<file path="src/rtl/bus_dma_master.sv">
// Single-channel bus copy engine: reads LENGTH words from SRC and writes them to DST over the shared bus.
// Latency: 3 cycles per word under continuous grant, plus one REQ and one FIN cycle; stalls in RD/WR without grant.
module bus_dma_master #(
    parameter int ADDR_W = 8,
    parameter int DATA_W = 32
) (
    input  logic              clk,
    input  logic              reset_n,
    input  logic              start,
    input  logic [ADDR_W-1:0] src_addr,
    input  logic [ADDR_W-1:0] dst_addr,
    input  logic [ADDR_W-1:0] len,
    output logic              busy,
    output logic              done,
    output logic              M_req,
    input  logic              M_grant,
    output logic              M_wr,
    output logic [ADDR_W-1:0] M_address,
    output logic [DATA_W-1:0] M_dout,
    input  logic [DATA_W-1:0] M_din
);

    localparam logic [2:0] S_IDLE = 3'd0;
    localparam logic [2:0] S_REQ  = 3'd1;
    localparam logic [2:0] S_RD   = 3'd2;
    localparam logic [2:0] S_RDW  = 3'd3;
    localparam logic [2:0] S_WR   = 3'd4;
    localparam logic [2:0] S_FIN  = 3'd5;

    logic [2:0]        state_q, state_d;
    logic [ADDR_W-1:0] src_q, src_d;
    logic [ADDR_W-1:0] dst_q, dst_d;
    logic [ADDR_W-1:0] len_q, len_d;
    logic [ADDR_W-1:0] cnt_q, cnt_d;
    logic [ADDR_W-1:0] addr_q, addr_d;
    logic [DATA_W-1:0] data_q, data_d;
    logic              last_word;

    assign last_word = (cnt_q == (len_q - ADDR_W'(1)));

    // The bus address is registered and loaded on the transition into RD/WR,
    // so it is already valid during the first cycle of each bus phase.
    always_comb begin
        state_d = state_q;
        src_d   = src_q;
        dst_d   = dst_q;
        len_d   = len_q;
        cnt_d   = cnt_q;
        addr_d  = addr_q;
        data_d  = data_q;
        case (state_q)
            S_IDLE: begin
                if (start) begin
                    src_d   = src_addr;
                    dst_d   = dst_addr;
                    len_d   = len;
                    cnt_d   = '0;
                    state_d = (len == '0) ? S_FIN : S_REQ;
                end
            end
            S_REQ: begin
                if (M_grant) begin
                    addr_d  = src_q + cnt_q;
                    state_d = S_RD;
                end
            end
            S_RD: begin
                if (M_grant) begin
                    state_d = S_RDW;
                end
            end
            S_RDW: begin
                data_d  = M_din;
                addr_d  = dst_q + cnt_q;
                state_d = S_WR;
            end
            S_WR: begin
                if (M_grant) begin
                    if (last_word) begin
                        state_d = S_FIN;
                    end else begin
                        cnt_d   = cnt_q + ADDR_W'(1);
                        addr_d  = src_q + cnt_q + ADDR_W'(1);
                        state_d = S_RD;
                    end
                end
            end
            S_FIN: begin
                state_d = S_IDLE;
            end
            default: begin
                state_d = S_IDLE;
            end
        endcase
    end

    always_ff @(posedge clk or negedge reset_n) begin
        if (!reset_n) begin
            state_q <= S_IDLE;
            src_q   <= '0;
            dst_q   <= '0;
            len_q   <= '0;
            cnt_q   <= '0;
            addr_q  <= '0;
            data_q  <= '0;
        end else begin
            state_q <= state_d;
            src_q   <= src_d;
            dst_q   <= dst_d;
            len_q   <= len_d;
            cnt_q   <= cnt_d;
            addr_q  <= addr_d;
            data_q  <= data_d;
        end
    end

    assign busy      = (state_q != S_IDLE);
    assign done      = (state_q == S_FIN);
    assign M_req     = (state_q == S_REQ) || (state_q == S_RD) ||
                       (state_q == S_RDW) || (state_q == S_WR);
    assign M_wr      = (state_q == S_WR);
    assign M_address = addr_q;
    assign M_dout    = data_q;

endmodule

</file>
<file path="config.mk">
export PLATFORM = sky130hd
export DESIGN_NAME = bus_dma_master
export DESIGN_NICKNAME = d
export VERILOG_FILES = /design/src/rtl/bus_dma_master.sv
export SDC_FILE = /design/constraint.sdc
export NUM_CORES = 1
export LEC_CHECK = 0
export CAP_MARGIN = 20
export CORE_AREA = 2 2 108 110
export DETAILED_ROUTE_END_ITERATION = 7
export DIE_AREA = 0 0 110 112
export HOLD_SLACK_MARGIN = 0.05
export MAX_ROUTING_LAYER = met4
export PLACE_DENSITY = 0.69
export SYNTH_ARGS = -nofsm -noshare
export SYNTH_HDL_FRONTEND = slang
export SYNTH_SLANG_ARGS = --single-unit
</file>
<file path="constraint.sdc">
create_clock -name clk -period 3.5 [get_ports clk]
set_input_delay 0.875 -clock clk [delete_from_list [all_inputs] [get_ports clk]]
set_output_delay 0.875 -clock clk [all_outputs]
set_load 0.02 [all_outputs]
</file>
# Yosys cells after proc, flatten, opt, wreduce, memory -nomap -nowiden
# Cells that the tools add are included.
dict set report op_classes {
  n_reduce_logical 12
  mux 15
  n_eq_ne 11
  n_addsub 5
}
# operator n
set ops {}
lappend ops {{$mux W8} 6}
lappend ops {{$pmux W8 S3} 1}
lappend ops {{$mux W3} 6}
lappend ops {{$add A8 B1 Y8 const B} 2}
lappend ops {{$add A8 B8 Y8} 2}
lappend ops {{$pmux W8 S2} 1}
lappend ops {{$pmux W3 S5} 1}
lappend ops {{$reduce_and A4 Y1} 3}
lappend ops {{$ne A2 B2 Y1 const B} 5}
lappend ops {{$eq A8 B8 Y1} 1}
lappend ops {{$logic_not A8 Y1} 1}
lappend ops {{$sub A8 B1 Y8 const B} 1}
lappend ops {{$eq A3 B2 Y1 const B} 2}
lappend ops {{$eq A3 B3 Y1 const B} 2}
lappend ops {{$reduce_bool A3 Y1} 2}
lappend ops {{$eq A3 B1 Y1 const B} 1}
lappend ops {{$logic_not A3 Y1} 1}
lappend ops {{$logic_or A1 B1 Y1} 3}
lappend ops {{$reduce_and A2 Y1} 1}
lappend ops {{$reduce_bool A2 Y1} 1}
dict set report word_totals {
  reg_bits 75
  word_cells 50
  input_bits 60
  output_inout_bits 44
}

# Depth between registers and ports, before layout
# Gate-level depths: netlist of the first run.
dict set report logic_depth {
  ltp_word 5
  ltp_mapped 10
  mapped_depth_nobuf 10
}

# Least setup slack after synthesis of the first run
# OpenSTA, ideal clock, no wires.
dict set report synth_timing {
  path_type {reg-to-reg}
  start {reg len_q[2]}
  end {reg addr_q[0] (netlist: M_address[0])}
  path_buffers 2
  path_slack_ns 0.815
  stages_incl_launch_ff 9
  period_less_slack_ns 2.685
  t_required_ns 3.375
  setup_ns 0.125
  arrival_time_ns 2.560
  path_cell_list {dfrtp_1 buf_6 or3_4 o31a_1 or4_4 a211o_2 a21o_1 buf_6 mux2_4}
}
dict set report synth_via {
  elab_chain_cells 4
}
# item line_no
set synth_rtl {}
lappend synth_rtl {{start, declared} 33} ;# logic [ADDR_W-1:0] len_q, len_d;
lappend synth_rtl {{start signal, assigned} 110} ;# len_q <= len_d;
lappend synth_rtl {{$sub A8 B1 Y8} 39} ;# assign last_word = (cnt_q == (len_q - ADDR_W'(1)));
lappend synth_rtl {{$eq A8 B8 Y1} 39}
lappend synth_rtl {{$ne A2 B2 Y1 (no line)} n/a}
lappend synth_rtl {{$reduce_and A4 Y1 (no line)} n/a}
lappend synth_rtl {{end signal, assigned} 112} ;# addr_q <= addr_d;
lappend synth_rtl {{end, declared} 35} ;# logic [ADDR_W-1:0] addr_q, addr_d;
# No other way between the ends.
# A chain may end at the register's enable or synchronous reset.

# Final worst setup path of the first run
dict set report layout_timing {
  start {reg state_q[1]}
  end {out M_wr}
}
dict set report layout_via {
  elab_chain_cells 1
}
# item line_no
set layout_rtl {}
lappend layout_rtl {{start, declared} 30} ;# logic [2:0] state_q, state_d;
lappend layout_rtl {{start signal, assigned} 107} ;# state_q <= state_d;
lappend layout_rtl {{$eq A3 B3 Y1} 121} ;# assign M_wr = (state_q == S_WR);
lappend layout_rtl {{end, declared} 17} ;# output logic M_wr,
# No other way between the ends.

==> results of run 1 <==
-- area by class of cell --
type,instances,area (sq um),area share [%]
Clock inverter,6,41.29,0.7104
Inverter,15,56.30,0.9688
Tap cell,143,178.9,3.079
Clock buffer,10,229.0,3.940
Sequential cell,75,1877,32.29
Multi-Input combinational cell,406,2361,40.62
Timing Repair Buffer,107,1069,18.39
-- path summary, 6_finish.rpt --
check	endpoint	depth (start not counted)	slack, ps
max	M_wr	4	370
min reg2reg	M_dout[12]$_DFFE_PN0P_	2	470
min in group asynchronous	M_dout[11]$_DFFE_PN0P_	1	580
max in group asynchronous	cnt_q[7]$_DFFE_PN0P_	2	2220
max reg2reg	M_address[7]$_DFFE_PN0P_	9	670
min	M_dout[12]$_DFFE_PN0P_	2	470
-- placed cells by master (no fill, tap or decap), types with 8 or more instances in the layout --
cell	instances
a31oi_1	8
inv_1	15
clkbuf_16	9
nor2_1	16
dfrtp_1	75
nor3_1	8
clkdlybuf4s50_1	102
xnor2_1	12
a21oi_1	17
o21ai_0	20
nand2_1	184
ha_1	17
a211oi_1	12
-- cell families (layout without fill, tap and decap cells) --
family / Yosys count / count (layout) / share of synthesized area, %
and+or+nand+nor: 258 / 258 / 25.76
AOI/OAI and AO/OA: 100 / 100 / 15.54
DFF: 75 / 75 / 42.70
buffers and inverters: 38 / 138 / 3.586
adders and majority gates: 19 / 19 / 5.750
xor gates and xnor gates: 19 / 19 / 3.786
muxes: 10 / 10 / 2.875
-- metal layers --
layer	track usage, %	routed length, um	vias to the layer above
met5	-	0	-
met4	7.089	205	0
met3	3.864	613	16
met2	30.59	5461	97
met1	26.50	5095	1842
li1	-	-	1982
-- state kept, by name, indices dropped and copies added (netlist names) --
name	cells
M_dout	32
M_address	8
cnt_q	8
dst_q	8
len_q	8
src_q	8
state_q	3
-- tightest hold or removal path: stages (launching register included) --
cell     delay [ps]
dfrtp_1         340
nand2_1          50
nand2_1          50
-- power breakdown --
part / internal, mW / leakage (nW) / total, mW / switching, mW
logic: 1.17 / 1.61 / 2.57 / 1.40
registers: 1.25 / 0.937 / 1.56 / 0.307
clock network: 0.481 / 0.137 / 0.850 / 0.369
==> out/results.ini, run 1 <==
[clocking]
clock_sinks=75
htreeDepth=3
cts_root_buffer=clkbuf_16
cts_tree=yes
cts_buffers=9
cts_resized=0
clk_path_buf_depth=2
post_cts_buffers=0
clk_latency_ps=340
clk_pin_slew_ps=60
hold_buffers=0

[yosys]
ys_warn_count=0
synth_commonest_cells=nand2_1 (184), dfrtp_1 (75), o21ai_0 (20)
synth_cells=519
async_flop_share_pct=100.0
avgSynthCellArea_sq_um=8.469
ys.flop_type=dfrtp_1
ys_ff_latch=75
netlist.area_leader.share_pct=42.70
synth_top_area_cell=dfrtp_1
netlist-cell-type-count=58
yosysMostFrequentCell=nand2_1
synthTopCellsByArea=dfrtp_1 (43%), nand2_1 (16%), ha_1 (4.8%)
synth-edff-count=0
synth_area_sq_um=4395
synth.net_count=598
yosysSeqAreaShare_pct=42.70

[grt]
track_usage_pct=20.07
antenna_found_initial=0
grt_first_pass_wirelength_mm=18.86
grt_max_degree=47
grt_pass1_vias=3894
grt-ovfl-total=0

[power]
fin_total_pwr_mw=4.985
total_leakage_power_nw=2.687
ir_drop_mv=0.3815
powerDensity_nw_per_um2=857.7

[setup_path]
critPathSlowestCell=clkdlybuf4s50_1
critical_path_class=register to output pin
crit_path_start_kind=register
cp-startpoint=state_q[1]$_DFFE_PN0P_
r2r_start=cnt_q[0]$_DFFE_PN0P_
critPathCaptureType=output pin
cp_cell_sequence=nor2_1 -> nand2_1 -> inv_1 -> clkdlybuf4s50_1
worst_path_largest_cell_delay_ps=690
critPathMaxFanout=15
worstPathBufferInverterCount=2
cp.required_ps=2620
arrival_ps=2250
critPathTopFamily=buffers and inverters

[final_layout]
nets=693
finish.cell_count_without_fillers=762
drive_gt1_share_pct=5.816
design_area_sq_um=5812
finish.utilization_pct=52.01
n_antenna_cell=0
area_delta_synth_final_pct=32.22
fillerInstances=1039

[timing]
fin_worst_skew_ps=5.928
finalMaxSlewViolations=0
tightest_slew_ps=903.2
slew_headroom_pct=39.64
setup_viol=0
finalSetupTns_ps=0
fin_crit_sh_pct=89.33
setup_slack_ps=373.6
fin_crit_ps=3126
holdWs_ps=471.3
rsz0062_at_grt=no
max_freq_ghz=0.3199
hold_viol=0

[drt]
drt_wl_total_mm=11.38
wl_per_cell_um=14.93
drtIter0Drc=226
via_count=3937
postRouteAntennaNets=0
drc=0
dr.pass1.iters=4
viasPerCell=5.167

[floorplanning]
die_y_um=112
die_w_um=110
ioPinCount=104
coreArea_sq_um=11170
rows=39
start_util_pct=39.33
dieArea_sq_um=12320

[status]
outcome=complete, no violations

[hold_path]
hold_class=register to register
hold_start=M_dout[12]$_DFFE_PN0P_

[placement]
dpl.hpwl_mm=8.603
place_ws_ps=708.8
dp.cells=746
portBuffers=103
placedInstanceArea_sq_um=5542
gp_congestion=0.8912

[run]
maxCapViolCount=0

(Power assumes the default switching activity.)
==> inputs of run 2 (changes only) <==
--- a/config.mk
+++ b/config.mk
@@ -6,12 +6,12 @@
 export NUM_CORES = 1
 export LEC_CHECK = 0
 export CAP_MARGIN = 20
-export CORE_AREA = 2 2 108 110
+export CORE_AREA = 2 2 97 123
 export DETAILED_ROUTE_END_ITERATION = 7
-export DIE_AREA = 0 0 110 112
+export DIE_AREA = 0 0 99 125
 export HOLD_SLACK_MARGIN = 0.05
 export MAX_ROUTING_LAYER = met4
-export PLACE_DENSITY = 0.69
+export PLACE_DENSITY = 0.68
 export SYNTH_ARGS = -nofsm -noshare
 export SYNTH_HDL_FRONTEND = slang
 export SYNTH_SLANG_ARGS = --single-unit
==> run 2 against run 1 <==
Final cell count down 0.52%. Critical path depth did not move. Power rose by 2.8%. Largest cell class unchanged. First-iteration DRC count grew 32%. Register-to-register slack lost 140 ps. Cell area grew 0.56%. Count of clock-buffer cells in the layout unchanged. Flip-flop and latch count did not move. Largest power group unchanged. Highest routed layer unchanged.
==> out/results.ini, run 2 (synthesized netlist as in run 1, its figures left out) <==
[drt]
highest_layer=met4
drtIter0Drc=299  ; +32%
wl_per_cell_um=15.22  ; +1.9%
postRouteAntennaNets=0  ; unchanged
met3_length_um=464  ; -24%
dr_wl_met2_mm=5.970  ; +9.3%
drc=0  ; unchanged
dr.pass1.iters=4  ; unchanged
via_count=4032  ; +2.4%
drt_wl_total_mm=11.54  ; +1.4%
viasPerCell=5.319  ; +3.0%
drt-met1-wl_mm=4.835  ; -5.1%

[final_layout]
n_antenna_cell=0  ; unchanged
finish.utilization_pct=51.78  ; -0.22 points
drive_gt1_share_pct=6.129  ; +0.31 points
most-common-layout-cells=nand2_1 (184), clkdlybuf4s50_1 (102), dfrtp_1 (75), o21ai_0 (20)
fillerInstances=1083  ; +4.2%
nets=694  ; +0.14%
area_delta_synth_final_pct=32.96
mostFrequentLayoutCell=nand2_1
largest_reg_flops=32  ; unchanged

[timing]
holdWs_ps=471.7  ; +0.3800 ps
finalSetupTns_ps=0  ; unchanged
max_freq_ghz=0.3202  ; +0.10%
rsz0062_at_grt=no
fin_crit_sh_pct=89.23  ; -0.092 points
setup_viol=0  ; unchanged
fin_crit_ps=3123  ; -3.228 ps
fin_worst_skew_ps=6.647  ; +0.7190 ps
tightest_slew_ps=953.3  ; +50.09 ps
finalMaxSlewViolations=0  ; unchanged
slew_headroom_pct=36.45  ; -3.2 points
hold_viol=0  ; unchanged
setup_slack_ps=376.8  ; +3.228 ps

[setup_path]
r2r_start=cnt_q[1]$_DFFE_PN0P_
critPathMaxFanout=15  ; unchanged
r2r_setup_slack_ps=530  ; -140 ps
worst_r2r_path_depth=8  ; -1
critical_path_class=register to output pin
crit_path_start_kind=register
critPathCaptureType=output pin
critPathSlowestCell=clkdlybuf4s50_1
arrival_ps=2250  ; about the same
cp_cell_sequence=nor2_1 -> nand2_1 -> inv_1 -> clkdlybuf4s50_1
r2r_end=M_address[7]$_DFFE_PN0P_
worst_path_largest_cell_delay_ps=690  ; about the same
cp.required_ps=2620  ; about the same

[hold_path]
worstHoldEndpoint=M_dout[29]$_DFFE_PN0P_
hold_start=M_dout[29]$_DFFE_PN0P_
hold_class=register to register
min_path_cells=2  ; unchanged

[grt]
grt_first_pass_wirelength_mm=19.13  ; +1.5%
antenna_found_initial=0  ; unchanged
grt-ovfl-total=0  ; unchanged
grt_max_degree=76  ; +62%
grt_pass1_vias=3996  ; +2.6%
track_usage_pct=19.61  ; -0.46 points

[floorplanning]
die_y_um=125  ; +12%
start_util_pct=38.95  ; -0.39 points
rows=44  ; +13%
ioPinCount=104  ; unchanged
coreArea_sq_um=11290  ; +1.0%
dieArea_sq_um=12380  ; +0.45%
die_w_um=99  ; -10%

[clocking]
cts_buffers=9  ; unchanged
clk_pin_slew_ps=60  ; about the same
post_cts_buffers=0  ; unchanged
clock_sinks=75  ; unchanged
cts_resized=0  ; unchanged
cts_root_buffer=clkbuf_16
clk_latency_ps=340  ; about the same
cts_tree=yes
clk_path_buf_depth=2  ; unchanged
htreeDepth=3  ; unchanged
hold_buffers=0  ; unchanged

[placement]
portBuffers=103  ; unchanged
place_ws_ps=592.1  ; -116.7 ps
dpl.hpwl_mm=8.620  ; +0.20%
gp_congestion=0.9241  ; +3.7%

[run]
maxCapViolCount=0  ; unchanged

[power]
total_leakage_power_nw=2.701  ; +0.54%
powerDensity_nw_per_um2=877.0  ; +2.3%
ir_drop_mv=0.3211  ; -16%

[status]
outcome=complete, no violations

[run 2: area by class of cell]
type | instances | area (sq um) | area share [%]
clock buffers | 10 | 239.0 | 4.089
clock inverters | 6 | 72.57 | 1.242
inverters | 15 | 56.30 | 0.9634
multi-input cells | 406 | 2361 | 40.40
flip-flops and latches | 75 | 1877 | 32.11
well taps | 138 | 172.7 | 2.954
repair buffers | 108 | 1066 | 18.24
[run 2: layer usage]
metal | global-route usage, % | vias up
li1 | - | 1991
met2 | 33.66 | 104
met5 | - | -
met1 | 23.13 | 1920
met4 | 7.655 | 0
met3 | 2.627 | 17
[run 2: power by group]
group | switching, mW | internal [mW] | total, mW
Clock | 0.374 | 0.577 | 0.952
Combinational | 1.43 | 1.18 | 2.62
Sequential | 0.304 | 1.25 | 1.56
[run 2: worst max-delay path by stage]
stage	from	depth (start not counted)	end	slack (ps)
6_report	state_q[1]$_DFFE_PN0P_	4	M_wr	380
5_1_grt	state_q[1]$_DFFE_PN0P_	4	M_wr	270
4_1_cts	state_q[1]$_DFFE_PN0P_	4	M_wr	390
3_5_place_dp	cnt_q[1]$_DFFE_PN0P_	8	M_address[7]$_DFFE_PN0P_	590
3_3_place_gp	len_q[2]$_DFFE_PN0P_	6	M_address[0]$_DFFE_PN0P_	760
2_1_floorplan	len_q[2]$_DFFE_PN0P_	8	M_address[0]$_DFFE_PN0P_	810
[run 2: critical path, delay by kind of cell, from the launching register on]
kind / cells / cell delay, ps
buffers and inverters: 2 / 1020
and+or+nand+nor: 2 / 380
DFF: 1 / 520
[run 2: through the flow]
stage                     area [sq um]  power (mW)  instances
after floorplan                   4395       3.204        519
after global placement            5533       4.133        742
after global routing              5844       5.516        758
after CTS                         5844       5.176        758
after detailed placement          5533       4.200        742
final                             5844       5.126        758
==> inputs of run 3 (changes only) <==
--- a/config.mk
+++ b/config.mk
@@ -5,7 +5,7 @@
 export SDC_FILE = /design/constraint.sdc
 export NUM_CORES = 1
 export LEC_CHECK = 0
-export CAP_MARGIN = 20
+export CAP_MARGIN = 25
 export CORE_AREA = 2 2 97 123
 export DETAILED_ROUTE_END_ITERATION = 7
 export DIE_AREA = 0 0 99 125
==> constraint.sdc (replaced) <==
create_clock -name clk -period 3.5 [get_ports clk]
set_input_delay 0.7 -clock clk [delete_from_list [all_inputs] [get_ports clk]]
set_output_delay 0.7 -clock clk [all_outputs]
set_load 0.02 [all_outputs]
==> run 3 against run 2 <==
Sequential share of layout area shrank 0.20 points. Global-route usage is 0.40 points higher. Power grew 1.1%. Utilization up 0.32 points. Flip-flop and latch count unchanged. Routed wire length rose by 0.46%. Clock skew up 1.7 ps.
==> out/results.ini, run 3 (synthesized netlist as in run 1, its figures left out) <==
[grt]
grt_pass1_vias=4068  ; +1.8%
grtUsageMet3_pct=2.459  ; -0.17 points
top_usage_layer=met2
antenna_found_initial=0  ; unchanged
track_usage_pct=20.01  ; +0.40 points
grt-ovfl-total=0  ; unchanged
grt_first_pass_wirelength_mm=19.46  ; +1.7%
grt_max_degree=76  ; unchanged
grt.met2_usage_pct=33.59  ; -0.079 points
grtUsageMet1_pct=24.00  ; +0.87 points

[final_layout]
multi_input_area_sq_um=2361  ; unchanged
area_delta_synth_final_pct=33.79
ff_latch_area_sq_um=1877  ; unchanged
mostFrequentLayoutCell=nand2_1
most-common-layout-cells=nand2_1 (184), clkdlybuf4s50_1 (102), dfrtp_1 (75), o21ai_0 (20)
finish.cell_count_without_fillers=758  ; unchanged
n_antenna_cell=0  ; unchanged
finish.utilization_pct=52.11  ; +0.32 points
largest_reg_flops=32  ; unchanged
fillerInstances=1038  ; -4.2%
drive_gt1_share_pct=5.968  ; -0.16 points
nets=694  ; unchanged
design_area_sq_um=5881  ; +0.62%

[timing]
slew_headroom_pct=39.67  ; +3.2 points
fin_worst_skew_ps=8.352  ; +1.705 ps
fin_crit_ps=2960  ; -162.8 ps
hold_viol=0  ; unchanged
finalSetupTns_ps=0  ; unchanged
max_freq_ghz=0.3378  ; +5.5%
tightest_slew_ps=902.8  ; -50.48 ps
finalMaxSlewViolations=0  ; unchanged
rsz0062_at_grt=no
setup_viol=0  ; unchanged
fin_crit_sh_pct=84.58  ; -4.7 points

[clocking]
cts_tree=yes
clk_path_buf_depth=2  ; unchanged
hold_buffers=0  ; unchanged
clk_latency_ps=340  ; about the same
cts_buffers=9  ; unchanged
htreeDepth=3  ; unchanged
clk_pin_slew_ps=60  ; about the same
cts_root_buffer=clkbuf_16
post_cts_buffers=0  ; unchanged
clock_sinks=75  ; unchanged
cts_resized=0  ; unchanged

[drt]
viasPerCell=5.218  ; -1.9%
drt_wl_total_mm=11.59  ; +0.46%
dr.pass1.iters=4  ; unchanged
postRouteAntennaNets=0  ; unchanged
drc=0  ; unchanged
wl_per_cell_um=15.29  ; +0.46%
via_count=3955  ; -1.9%
drtIter0Drc=237  ; -21%

[floorplanning]
rows=44  ; unchanged
ioPinCount=104  ; unchanged
start_util_pct=38.95  ; unchanged
die_w_um=99  ; unchanged
die_y_um=125  ; unchanged
coreArea_sq_um=11290  ; unchanged
dieArea_sq_um=12380  ; unchanged

[status]
outcome=complete, no violations

[setup_path]
critPathTopFamily=buffers and inverters
critPathMaxFanout=15  ; unchanged
crit_path_start_kind=register
cp_cell_sequence=nor2_1 -> nand2_1 -> inv_1 -> clkdlybuf4s50_1
critPathCaptureType=output pin
critPathSlowestCell=clkdlybuf4s50_1
worstPathBufferInverterCount=2  ; unchanged
worst_path_largest_cell_delay_ps=680  ; about the same
cp.required_ps=2800  ; +180 ps
critical_path_class=register to output pin
arrival_ps=2260  ; about the same

[placement]
portBuffers=103  ; unchanged
gp_congestion=0.8459  ; -8.5%
dp.cells=741  ; -0.13%
placedInstanceArea_sq_um=5525  ; -0.14%
dpl.hpwl_mm=8.604  ; -0.19%

[run]
maxCapViolCount=0  ; unchanged

[power]
total_leakage_power_nw=2.716  ; +0.55%
ir_drop_mv=0.3343  ; +4.1%
powerDensity_nw_per_um2=881.2  ; +0.47%

[hold_path]
hold_class=primary input to asynchronous set/reset pin

[run 3: layer usage]
layer	vias up	share of wire, %
met1	1870	43
met2	88	51
li1	1974	-
met4	0	2.9
met3	23	3.0
met5	-	0
[run 3: area by class of cell]
| class | count | area share (%) |
|---|---|---|
| Clock inverter | 5 | 1.447 |
| Tap cell | 138 | 2.936 |
| Sequential cell | 75 | 31.91 |
| Clock buffer | 11 | 4.128 |
| Timing Repair Buffer | 108 | 18.47 |
| Inverter | 15 | 0.9574 |
| Multi-Input combinational cell | 406 | 40.15 |
[run 3: worst paths after layout]
path	start	endpoint	slack, ps	cells past startpoint
setup / recovery	state_q[1]$_DFFE_PN0P_	M_wr	540	4
hold / removal	reset_n	dst_q[5]$_DFFE_PN0P_	230	1
setup reg to reg	cnt_q[0]$_DFFE_PN0P_	M_address[7]$_DFFE_PN0P_	650	9
hold reg to reg	M_dout[31]$_DFFE_PN0P_	M_dout[31]$_DFFE_PN0P_	470	2
max in group asynchronous	reset_n	M_address[3]$_DFFE_PN0P_	2700	2
min in group clk	M_dout[31]$_DFFE_PN0P_	M_dout[31]$_DFFE_PN0P_	470	2
[run 3: metrics by stage]
step | setup WS, ps | power [mW] | hold WS, ps
2_1_floorplan | 815.0 | 3.204 | 404.4
3_3_place_gp | 754.4 | 4.104 | 457.5
3_5_place_dp | 676.1 | 4.176 | 461.1
4_1_cts | 520.9 | 5.214 | 476.0
5_1_grt | 397.1 | 5.573 | 237.0
6_report | 539.6 | 5.182 | 228.5
[run 3: power by group]
part           total [mW]  switching, mW  internal [mW]
sequential           1.56          0.310           1.25
clock                1.02          0.370          0.648
combinational        2.60           1.43           1.17
total                5.18           2.11           3.08
